File: config.mk
export PLATFORM = sky130hd
export DESIGN_NAME = led_stretch
export DESIGN_NICKNAME = d
export VERILOG_FILES = /design/src/rtl/led_pkg.sv /design/src/rtl/cycle_timer.sv /design/src/rtl/led_stretch.sv
export SDC_FILE = /design/constraint.sdc
export NUM_CORES = 1
export LEC_CHECK = 0
export BUFFER_PORTS_ARGS = -buffer_cell sky130_fd_sc_hd__buf_4
export CORE_ASPECT_RATIO = 1.1
export CORE_MARGIN = 2
export CORE_UTILIZATION = 57
export DETAILED_ROUTE_END_ITERATION = 16
export GPL_ROUTABILITY_DRIVEN = 0
export PLACE_DENSITY = 0.75
export SYNTH_ARGS = -nofsm -noshare
export SYNTH_HDL_FRONTEND = slang
export SYNTH_HIERARCHICAL = 1
export SYNTH_SLANG_ARGS = --single-unit
File: constraint.sdc
create_clock -name clk -period 3.7 [get_ports clk]
set_input_delay 0.74 -clock clk [delete_from_list [all_inputs] [get_ports clk]]
set_output_delay 0.74 -clock clk [all_outputs]
set_load 0.01 [all_outputs]
File: src/rtl/led_pkg.sv
// Shared types and default timing for the LED pulse stretcher.
// Default cycle counts assume a 100 MHz clock (10 ms on / 10 ms off).
package led_pkg;

  typedef enum logic [1:0] {
    ST_IDLE = 2'd0,
    ST_ON   = 2'd1,
    ST_GAP  = 2'd2
  } led_state_t;

  localparam int unsigned DEF_ON_CYCLES  = 32'd1000000;
  localparam int unsigned DEF_GAP_CYCLES = 32'd1000000;
  localparam int unsigned DEF_CNT_W      = 32'd20;

endpackage

File: src/rtl/cycle_timer.sv
// Up-counter from 0 to limit-1 that flags its final cycle and then holds.
// The owner restarts it with clear on every state entry.
module cycle_timer #(
  parameter int unsigned CNT_W = 20
) (
  input  logic             clk,
  input  logic             rst_n,
  input  logic             clear,
  input  logic [CNT_W-1:0] limit,
  output logic             done
);

  logic [CNT_W-1:0] count_r;
  logic             at_end_s;

  // final-cycle detect against the current limit
  always_comb begin
    at_end_s = (count_r == (limit - CNT_W'(1)));
  end

  // counter: restart on clear, saturate at limit-1 instead of wrapping
  always_ff @(posedge clk or negedge rst_n) begin
    if (!rst_n) begin
      count_r <= '0;
    end else if (clear) begin
      count_r <= '0;
    end else if (!at_end_s) begin
      count_r <= count_r + CNT_W'(1);
    end else begin
      count_r <= count_r;
    end
  end

  assign done = at_end_s;

endmodule

File: src/rtl/led_stretch.sv
// Stretches single-cycle events into visible LED blinks with a forced off gap.
// Define LED_STRETCH_QUEUE_EN to queue events seen during a blink; otherwise
// events during ON retrigger the pulse and events during GAP are dropped.
module led_stretch
  import led_pkg::*;
#(
  parameter int unsigned ON_CYCLES  = DEF_ON_CYCLES,
  parameter int unsigned GAP_CYCLES = DEF_GAP_CYCLES,
  parameter int unsigned CNT_W      = DEF_CNT_W,
  parameter int unsigned PEND_W     = 4
) (
  input  logic              clk,
  input  logic              rst_n,
  input  logic              evt_i,
  output logic              led_o,
  output logic              busy_o,
  output logic [PEND_W-1:0] pend_o,
  output logic              ovf_o
);

  localparam logic [CNT_W-1:0] ON_LIM  = CNT_W'(ON_CYCLES);
  localparam logic [CNT_W-1:0] GAP_LIM = CNT_W'(GAP_CYCLES);

  led_state_t       state_r, state_s;
  logic             timer_clr_s, timer_done_s;
  logic [CNT_W-1:0] limit_s;
  logic             led_r, busy_r, ovf_r, ovf_s;

`ifdef LED_STRETCH_QUEUE_EN
  localparam logic [PEND_W-1:0] PEND_MAX = '1;
  logic [PEND_W-1:0] pend_r, pend_s;
`endif

  // one timer serves both phases; its limit follows the current state
  always_comb begin
    if (state_r == ST_ON) begin
      limit_s = ON_LIM;
    end else begin
      limit_s = GAP_LIM;
    end
  end

  cycle_timer #(.CNT_W(CNT_W)) u_timer (
    .clk   (clk),
    .rst_n (rst_n),
    .clear (timer_clr_s),
    .limit (limit_s),
    .done  (timer_done_s)
  );

  // next-state, timer restart and event bookkeeping
  always_comb begin
    state_s     = state_r;
    timer_clr_s = 1'b0;
    ovf_s       = ovf_r;
`ifdef LED_STRETCH_QUEUE_EN
    pend_s      = pend_r;
`endif
    case (state_r)
      ST_IDLE: begin
        if (evt_i) begin
          state_s     = ST_ON;
          timer_clr_s = 1'b1;
        end else begin
          state_s = ST_IDLE;
        end
      end
      ST_ON: begin
`ifdef LED_STRETCH_QUEUE_EN
        if (evt_i && (pend_r == PEND_MAX)) begin
          ovf_s = 1'b1;
        end else if (evt_i) begin
          pend_s = pend_r + PEND_W'(1);
        end else begin
          pend_s = pend_r;
        end
        if (timer_done_s) begin
          state_s     = ST_GAP;
          timer_clr_s = 1'b1;
        end else begin
          state_s = ST_ON;
        end
`else
        if (evt_i) begin
          timer_clr_s = 1'b1;
        end else if (timer_done_s) begin
          state_s     = ST_GAP;
          timer_clr_s = 1'b1;
        end else begin
          state_s = ST_ON;
        end
`endif
      end
      ST_GAP: begin
`ifdef LED_STRETCH_QUEUE_EN
        // a fresh event on the last gap cycle stands in for a dequeue
        if (timer_done_s && (evt_i || (pend_r != '0))) begin
          state_s     = ST_ON;
          timer_clr_s = 1'b1;
          if (!evt_i) begin
            pend_s = pend_r - PEND_W'(1);
          end else begin
            pend_s = pend_r;
          end
        end else if (timer_done_s) begin
          state_s     = ST_IDLE;
          timer_clr_s = 1'b1;
        end else if (evt_i && (pend_r == PEND_MAX)) begin
          ovf_s = 1'b1;
        end else if (evt_i) begin
          pend_s = pend_r + PEND_W'(1);
        end else begin
          state_s = ST_GAP;
        end
`else
        if (evt_i) begin
          ovf_s = 1'b1;
        end else begin
          ovf_s = ovf_r;
        end
        if (timer_done_s) begin
          state_s     = ST_IDLE;
          timer_clr_s = 1'b1;
        end else begin
          state_s = ST_GAP;
        end
`endif
      end
      default: begin
        state_s     = ST_IDLE;
        timer_clr_s = 1'b1;
      end
    endcase
  end

  // state and outputs registered from the next state for 1-cycle latency
  always_ff @(posedge clk or negedge rst_n) begin
    if (!rst_n) begin
      state_r <= ST_IDLE;
      led_r   <= 1'b0;
      busy_r  <= 1'b0;
      ovf_r   <= 1'b0;
`ifdef LED_STRETCH_QUEUE_EN
      pend_r  <= '0;
`endif
    end else begin
      state_r <= state_s;
      led_r   <= (state_s == ST_ON);
      busy_r  <= (state_s != ST_IDLE);
      ovf_r   <= ovf_s;
`ifdef LED_STRETCH_QUEUE_EN
      pend_r  <= pend_s;
`endif
    end
  end

  assign led_o  = led_r;
  assign busy_o = busy_r;
  assign ovf_o  = ovf_r;
`ifdef LED_STRETCH_QUEUE_EN
  assign pend_o = pend_r;
`else
  assign pend_o = '0;
`endif

endmodule

# --- After elaboration in Yosys (flattened, before gate mapping) ---
# Index checks and enable logic that the tools add are counted.
word_totals:
  register_bits: 25
  input_bits: 3
  output_inout_bits: 7
  word_cells: 25
op_classes:
  n_addsub: 1
  eq_ne: 5
  n_mux: 11
  reduce_logical: 3
op_table:
  columns: ["operator", "count"]
  rows:
  - ["20-bit two-way mux", 2]
  - ["20-bit by 1-bit adder with 20-bit output (second input constant)", 1]
  - ["20-bit equality test (second input constant)", 1]
  - ["2-bit two-way mux", 3]
  - ["2-bit case mux with 3 select lines", 1]
  - ["2-bit by 1-bit equality test with 1-bit output (second input constant)", 2]
  - ["1-bit two-way mux", 4]
  - ["1-bit case mux with 3 select lines", 1]
  - ["2-bit equality test (second input constant)", 1]
  - ["2-bit logical NOT", 1]
  - ["2-bit inequality test (second input constant)", 1]
  - ["2-bit AND reduction", 1]
  - ["2-bit nonzero test", 1]

# --- Logic depth before layout (Yosys ltp) ---
# Gate-level depths: netlist of the first run.
depth:
  ltp_word: 5
  depth_mapped: 15
  ltp_nobuf: 12

# --- By module ---
# The synthesis of the first run kept the hierarchy.
by_module_without_submodules:
  columns: ["mod", "n_inst", "cells_per_inst", "area_per_inst_um2", "seq_area_each_um2"]
  rows:
  - ["cycle_timer", 1, 224, 1835.5, 500.5]
  - ["led_stretch", 1, 26, 247.7, 125.1]

# --- Worst setup path after synthesis of the first run ---
# No wires, ideal clock.
synth_path:
  path_type: "reg-to-reg"
  start: "reg u_timer.count_r[3]"
  end: "reg u_timer.count_r[0]"
  setup_ns: 0.132
  arrival_ns: 2.916
  t_required_ns: 3.568
  path_slack_ns: 0.652
  path_stages_with_launch: 14
  n_path_buf: 4
  synth_period_minus_slack_ns: 3.048
  path_cell_list: "dfrtp_1 xnor2_1 xnor2_1 or3_1 a211oi_1 nand4_2 nor3_2 buf_2 buf_2 inv_1 a21oi_1 clkbuf_1 clkbuf_1 nor2_1"
synth_between:
  elab_chain_len: 5
  elab_cells_between_ends: 6
  cone_classes: "eq/ne (2); mux (4)"
synth_lines:
  columns: ["item", "line", "text"]
  rows:
  - ["from (decl)", "cycle_timer.sv:13", "logic [CNT_W-1:0] count_r;"]
  - ["from (signal assigned)", "cycle_timer.sv:28", "count_r <= count_r + CNT_W'(1);"]
  - ["from (signal assigned)", "cycle_timer.sv:30", "count_r <= count_r;"]
  - ["20-bit equality test (*)", "cycle_timer.sv:18", "at_end_s = (count_r == (limit - CNT_W'(1)));"]
  - ["via timer_done_s", "led_stretch.sv:25", "logic timer_clr_s, timer_done_s;"]
  - ["1-bit two-way mux (*)", "led_stretch.sv:86, led_stretch.sv:121", null]
  - ["1-bit two-way mux", "led_stretch.sv:84", "if (evt_i) begin"]
  - ["1-bit case mux with 3 select lines (*)", "led_stretch.sv:59", "case (state_r)"]
  - ["via timer_clr_s", "led_stretch.sv:25", null]
  - ["2-bit inequality test (no line) or 20-bit two-way mux (tied branches)", null, null]
# Mark *: on every way through the listed nets, which the timed path passes. The rest lies on a longest branch.
# A chain may end at the register's enable or synchronous reset.

# --- Worst setup path after layout of the first run ---
layout_path:
  start: "reg u_timer.count_r[3]"
  end: "reg u_timer.count_r[14]"
layout_between:
  elab_chain_len: 5
  elab_cells_between_ends: 8
  cone_classes: "add/sub (1); eq/ne (2); mux (5)"
layout_lines:
  columns: ["item", "line"]
  rows:
  - ["20-bit equality test (*)", "cycle_timer.sv:18"]
  - ["via timer_done_s", "led_stretch.sv:25"]
  - ["1-bit two-way mux", "led_stretch.sv:86, led_stretch.sv:121"]
  - ["1-bit two-way mux", "led_stretch.sv:84"]
  - ["1-bit case mux with 3 select lines", "led_stretch.sv:59"]
  - ["2-bit inequality test (no line) or 20-bit two-way mux (tied branches)", null]
# Mark *: on every way through the listed nets, which the timed path passes. The rest lies on a longest branch. The select of a mux whose other input is x is not followed.

==> results by group, run 1 <==
STA
  – Worst hold margin: between 0.3 and 0.4 ns
  – Final Hold Fails: 0
  – Fmax: 0.394 GHz
  – Fin crit share: between 60% and 70%
  – Setup TNS: 0 ns
  – RSZ-0062 raised after global routing: false
  – Final setup violation count: 0
  – Fin. max-slew vios: 0
  – Period minus WS final: 2.54 ns
  – Clock Skew: 0.000799 ns

Floorplanning
  – Core Area: 3570 µm²
  – Row Count: 23
  – Die area: 4150 µm²
  – Initial core utilization: 58.4%
  – Die height: 67.4 µm
  – IO Pins: 10
  – Die W: between 60 and 70 µm

Critical path
  – Crit path kind: reg -> reg
  – WP data arrival: ~2.7 ns
  – Critical Path Source Type: flip-flop
  – Crit end category: flip-flop
  – CP Max Fanout: 36
  – Worst EP required: 3.86 ns

Synthesis
  – EDFF count, synth: 0
  – Top_reg_cell synth: dfrtp_1
  – Post-synth ARST share: between 90% and 100%
  – Area share of the largest cell type after synthesis: 30.0%
  – Synth area leader: dfrtp_1
  – Commonest cells in the netlist: 25 x dfrtp_1, 18 x nand3_1, 18 x nor2_1
  – #FFs+latches synth: 25
  – Ys Warns: 6
  – Mapped Area: ~2100 µm²
  – Top-count cell post-synth: dfrtp_1
  – Yosys cell types: 55
  – Mean area per synthesized cell: between 8 and 9 µm²
  – Seq/Total Area, Yosys: 30.0%
  – Mapped Cells: 250
  – Largest cells by area after synthesis: dfrtp_1 30%, xnor2_1 5.0%, xor2_1 4.6%, nand3_1 4.3%, or3_1 4.2%

Power
  – Peak VDD IR: about 240 µV
  – PwrDens: 211 nW/µm²
  – Leak: 0.00109 µW

Detailed routing
  – Post-route DRC: 0
  – Mean routed wirelength per cell: 11.5 µm
  – Routed vias: just under 2000
  – Detail Route Antenna Nets: 0
  – DR iter-0 viols: 103
  – Total wire length: 4380 µm
  – Pre-antenna DRT Iters: 4
  – Via/cell ratio: 5.03

Place
  – Port Buffers: 5
  – HPWL Detailed: 3370 µm

Clock network
  – # Post-CTS Setup Buffers: 0
  – Skew-Pair Late Insertion Delay: between 0.2 and 0.3 ns
  – Clk pin slew, worst setup/hold paths: 0.08 ns
  – CTS Hold Bufs: 0
  – TritonCTS clock tree: done
  – Clk sink count: 25
  – Post-CTS sizing: 0
  – Max H-tree Level: 1
  – Total CTS buffers: 3
  – CTS root buf: clkbuf_8
  – CTS max path bufs: 2

Layout
  – Layout area overhead: 19.3%
  – Share of cells above drive strength 1: 6.02%
  – Util after Layout: 69.7%
  – Antenna cells: 0
  – Nets: 338

Global route
  – First-pass GRT wire length: 7320 µm
  – Initial antenna violation count: 0
  – Vias in the first global route: 1636
  – GRT met1 Usage: 32.9%
  – Gr usage total: 23.7%
  – Grt met2 use: 38.2%
  – Grt total ovfl: 0
  – GR Util met3: 1.72%
  – Most Used Layer, Global Route: met2
  – Largest net degree at the start of global routing: 37

Job
  – Max-cap viol count: 0

Run status
  – Status: finished clean

Min path
  – Hold WC Path Type: in -> async
-- per-stage QoR --
| stage | setup slack, ns | area, µm² | total power (µW) | std cells |
|---|---|---|---|---|
| global route | 0.939 | 2490 | 551 | 382 |
| finish | 1.16 | 2490 | 525 | 382 |
| global placement | 1.18 | 2440 | 360 | 378 |
| detailed placement | 1.19 | 2440 | 361 | 378 |
| CTS | 1.17 | 2490 | 524 | 382 |
| floorplan | 0.652 | 2400 | 348 | 335 |
-- layout make-up --
type | instances | area (µm²)
multi-input combinational | 287 | 1660
fill | 318 | 1080
sequential | 25 | 626
tap | 50 | 62.6
timing repair buffer | 8 | 60.1
clock buffer | 4 | 45.0
inverter | 8 | 30.0
-- placed cells by master, fill, tap and decap left out, types with 3 or more instances in the layout --
cell | Yosys | layout
a31oi_1 | 3 | 3
mux2_1 | 3 | 3
xor2_1 | 11 | 11
nand3_1 | 18 | 18
or3_1 | 14 | 14
buf_4 | 4 | 8
and3_1 | 4 | 4
nor2_1 | 18 | 18
inv_1 | 8 | 8
xnor2_1 | 12 | 12
nor4_1 | 6 | 6
nor3_1 | 6 | 6
clkbuf_8 | 0 | 3
nand2_1 | 14 | 14
nor2b_1 | 4 | 4
o21ai_1 | 3 | 3
mux2i_1 | 3 | 3
conb_1 | 2 | 87
o211ai_1 | 4 | 4
o31ai_1 | 8 | 8
a21oi_1 | 16 | 16
o21ai_0 | 7 | 7
or4_1 | 9 | 9
nand4_1 | 3 | 3
nor4b_1 | 3 | 3
dfrtp_1 | 25 | 25
-- power by group --
part	internal [µW]	leakage, µW	switching, µW
clock	77.2	0.0000228	86.7
combinational	28.3	0.000741	50.3
sequential	277	0.000327	5.49
-- cells by family (layout without fill, tap and decap cells) --
group           count (synthesis)  in the layout  share of synthesized area (%)
compound gates                 55             55                           17.5
flops                          25             25                           30.0
fa+ha+maj                       2              2                           1.20
xor+xnor                       23             23                           9.67
mux                             6              6                           3.06
other cells                     2             87                          0.360
buf+inv                        23             20                           5.77
simple gates                  114            114                           32.4
-- registers in the layout, indices dropped and copies added, names as in the netlist --
| register | count |
|---|---|
| busy_o | 1 |
| led_o | 1 |
| ovf_o | 1 |
| state_r | 2 |
| u_timer/count_r | 20 |
-- worst max-delay path, cell delays in order (launching register included) --
cell and delay, ns:
dfrtp_1 0.43, xnor2_1 0.15, xnor2_1 0.14, or3_1 0.31, a211oi_1 0.27, nand4_2 0.19
nor3_4 0.16, buf_4 0.33, nor4_1 0.11, mux2_1 0.32
-- metal layers --
layer | part of all wire, % | vias to the layer above | routed length [µm]
met2 | 48 | 17 | 2110
met1 | 49 | 892 | 2140
met5 | 0 | - | 0
met3 | 1.3 | 5 | 56
li1 | - | 1008 | -
met4 | 1.6 | 0 | 69
-- final timing paths --
path                                    startpoint                  end  slack (ns)  depth (start not counted)
worst max register to register  u_timer/count_r[3]  u_timer/count_r[14]        1.16                          9
worst min-delay path                         rst_n                ovf_o        0.35                          1
max in group asynchronous                    rst_n  u_timer/count_r[12]        3.11                          1
worst max-delay path            u_timer/count_r[3]  u_timer/count_r[14]        1.16                          9
min in group clk                             ovf_o                ovf_o        0.49                          1
worst min register to register               ovf_o                ovf_o        0.49                          1
No activity file was read; power rests on OpenSTA's default activity.
==> inputs of run 2 (changes only) <==
--- a/config.mk
+++ b/config.mk
@@ -8,10 +8,10 @@
 export BUFFER_PORTS_ARGS = -buffer_cell sky130_fd_sc_hd__buf_4
 export CORE_ASPECT_RATIO = 1.1
 export CORE_MARGIN = 2
-export CORE_UTILIZATION = 57
+export CORE_UTILIZATION = 56
 export DETAILED_ROUTE_END_ITERATION = 16
 export GPL_ROUTABILITY_DRIVEN = 0
-export PLACE_DENSITY = 0.75
+export PLACE_DENSITY = 0.77
 export SYNTH_ARGS = -nofsm -noshare
 export SYNTH_HDL_FRONTEND = slang
 export SYNTH_HIERARCHICAL = 1
==> constraint.sdc (replaced) <==
create_clock -name clk -period 2.2 [get_ports clk]
set_input_delay 0.44 -clock clk [delete_from_list [all_inputs] [get_ports clk]]
set_output_delay 0.44 -clock clk [all_outputs]
set_load 0.01 [all_outputs]
==> run 2 against run 1 <==
  * Die area increased by 1.7%
  * Clock power up 71%
  * The run now ends with negative setup slack left
  * Routed wire length is 13% higher
  * Sequential power increased by 67%
  * Sequential share of layout area is 3.1 points lower
  * Total power increased by 75%
  * Count of clock-buffer cells in the layout down 1
  * Register-to-register slack worse by 1.2 ns
  * Largest power group unchanged
  * Largest cell class unchanged
==> results by group, run 2 (same netlist as run 1, synthesis figures left out) <==
Run status
  – Status: finished, violations left
  – Failing checks: negative setup slack

Critical path
  – Crit end category: flip-flop
  – CP Max Fanout: 10
  – CP startpoint: u_timer/count_r[3]
  – Worst path cell trace: xnor2_2, xnor2_1, or3_1, a211oi_2, nand4_2, nor3_4, inv_4, a21oi_4, buf_4, buf_6, a21oi_1
  – Critical Path Source Type: flip-flop
  – Slowest stage delay, CP: 0.39 ns
  – WP data arrival: 2.43 ns
  – R2R Path Start: u_timer/count_r[3]
  – Crit path kind: reg -> reg
  – Critical-path top delay cell: dfrtp_1
  – Worst EP required: between 2 and 2.5 ns

STA
  – Setup TNS: -0.670 ns
  – Worst hold margin: 0.0497 ns
  – Clock Skew: 0.00825 ns
  – Final setup violation count: 15
  – Setup ws final: -0.0899 ns
  – Final Hold Fails: 0
  – Max_slew headroom: 66.8%
  – Period minus WS final: 2.29 ns
  – Fin. max-slew vios: 0
  – Slew @ Worst Pin: 0.493 ns
  – Fmax: 0.437 GHz
  – Fin crit share: 104%
  – RSZ-0062 raised after global routing: true

Clock network
  – Skew-Pair Late Insertion Delay: between 0.2 and 0.3 ns
  – Max H-tree Level: 1
  – Total CTS buffers: 3
  – TritonCTS clock tree: done
  – Clk sink count: 25
  – Clk pin slew, worst setup/hold paths: 0.09 ns
  – CTS root buf: clkbuf_8
  – CTS max path bufs: 2

Layout
  – Share of cells above drive strength 1: between 10% and 20%
  – Largest regs: u_timer/count_r (20), state_r (2)
  – Largest Register: u_timer/count_r
  – Largest register FFs: 20
  – Commonest non-fill, non-tap cell in the layout: conb_1
  – Layout area overhead: 36.2%
  – Most frequent cells in the layout: 87 x conb_1, 38 x buf_4, 25 x dfrtp_1, 18 x nor2_1, 18 x nand3_1
  – Nets: about 370
  – Fill count: 275
  – Antenna cells: 0

Global route
  – Vias in the first global route: 1880
  – GRT met1 Usage: 31.2%
  – Largest net degree at the start of global routing: 26
  – Grt total ovfl: 0
  – Initial antenna violation count: 0
  – Most Used Layer, Global Route: met2
  – Gr usage total: 24.4%
  – Grt met2 use: roughly 45%
  – First-pass GRT wire length: around 8200 µm
  – GR Util met3: 1.48%

Power
  – Leak: ~0.0013 µW
  – PwrDens: 323 nW/µm²
  – Peak VDD IR: 370 µV

Floorplanning
  – Initial core utilization: 57.9%
  – Core Area: 3600 µm²
  – Die W: 62.2 µm
  – Die height: 68.0 µm
  – Row Count: 23
  – Die area: between 4000 and 5000 µm²
  – IO Pins: 10

Detailed routing
  – Pre-antenna DRT Iters: 4
  – Routed vias: 2101
  – Total wire length: 4950 µm
  – Via/cell ratio: ~5.0
  – DR iter-0 viols: 122
  – Detail Route Antenna Nets: 0
  – Mean routed wirelength per cell: ~12 µm
  – Post-route DRC: 0

Place
  – Port Buffers: 5
  – HPWL Detailed: 3800 µm

Job
  – Max-cap viol count: 0

Min path
  – Hold WC Path Type: in -> async
[run 2: changes by cell type in the layout (fill, tap and decap cells not counted), sizes merged]
cell      change
buf          +35
clkinvlp      +1
[run 2: cell type report]
class	instances	area [µm²]	area share, %
well taps	50	62.6	2.21
flip-flops and latches	25	626	22.1
inverters	8	32.5	1.15
clock inverters	1	7.51	0.265
multi-input cells	287	1710	60.3
repair buffers	44	358	12.6
clock buffers	3	41.3	1.46
[run 2: per-stage QoR]
step | worst slack (ns) | util [%] | total power [µW] | instance area, µm² | instances
final | -0.0899 | 78.9 | 916 | 2840 | 418
after global routing | -0.254 | 78.9 | 966 | 2840 | 418
after CTS | -0.0771 | 77.7 | 910 | 2800 | 414
after detailed placement | -0.187 | 75.8 | 629 | 2730 | 408
after global placement | -0.0740 | 75.8 | 626 | 2730 | 408
after floorplan | -0.172 | - | 594 | 2500 | 335
[run 2: worst paths after layout]
check / endpoint / cells after the start / slack, ns
max in group asynchronous: u_timer/count_r[11] / 1 / 1.90
min in group clk: state_r[1] / 2 / 0.39
worst min register to register: ovf_o / 1 / 0.54
worst max-delay path: u_timer/count_r[8] / 11 / -0.09
worst min-delay path: u_timer/count_r[4] / 1 / 0.05
worst max register to register: u_timer/count_r[8] / 11 / -0.09
[run 2: timing repair]
item                       4_1_cts  5_1_grt
gates resized for setup          1        4
hold buffers                     0        0
setup buffers                    2        4
setup endpoints to repair       24       23
pin swaps                        3        0
[run 2: layer usage]
| layer | vias up | share of wire [%] | wire length, µm |
|---|---|---|---|
| li1 | 1086 | - | - |
| met1 | 956 | 45 | 2230 |
| met2 | 47 | 49 | 2420 |
| met3 | 12 | 3.5 | 172 |
| met4 | 0 | 2.7 | 133 |
| met5 | - | 0 | 0 |
[run 2: power breakdown]
part	internal, µW	switching [µW]
clock network	129	152
logic	69.0	96.6
registers	465	4.77
total	663	253
[run 2: worst max-delay path: cells and delay by family (launching register included)]
kind,cells,cell delay [ns]
DFF,1,0.39
and+or+nand+nor,3,0.70
xor gates and xnor gates,2,0.20
AOI/OAI and AO/OA,3,0.51
buffers and inverters,3,0.34
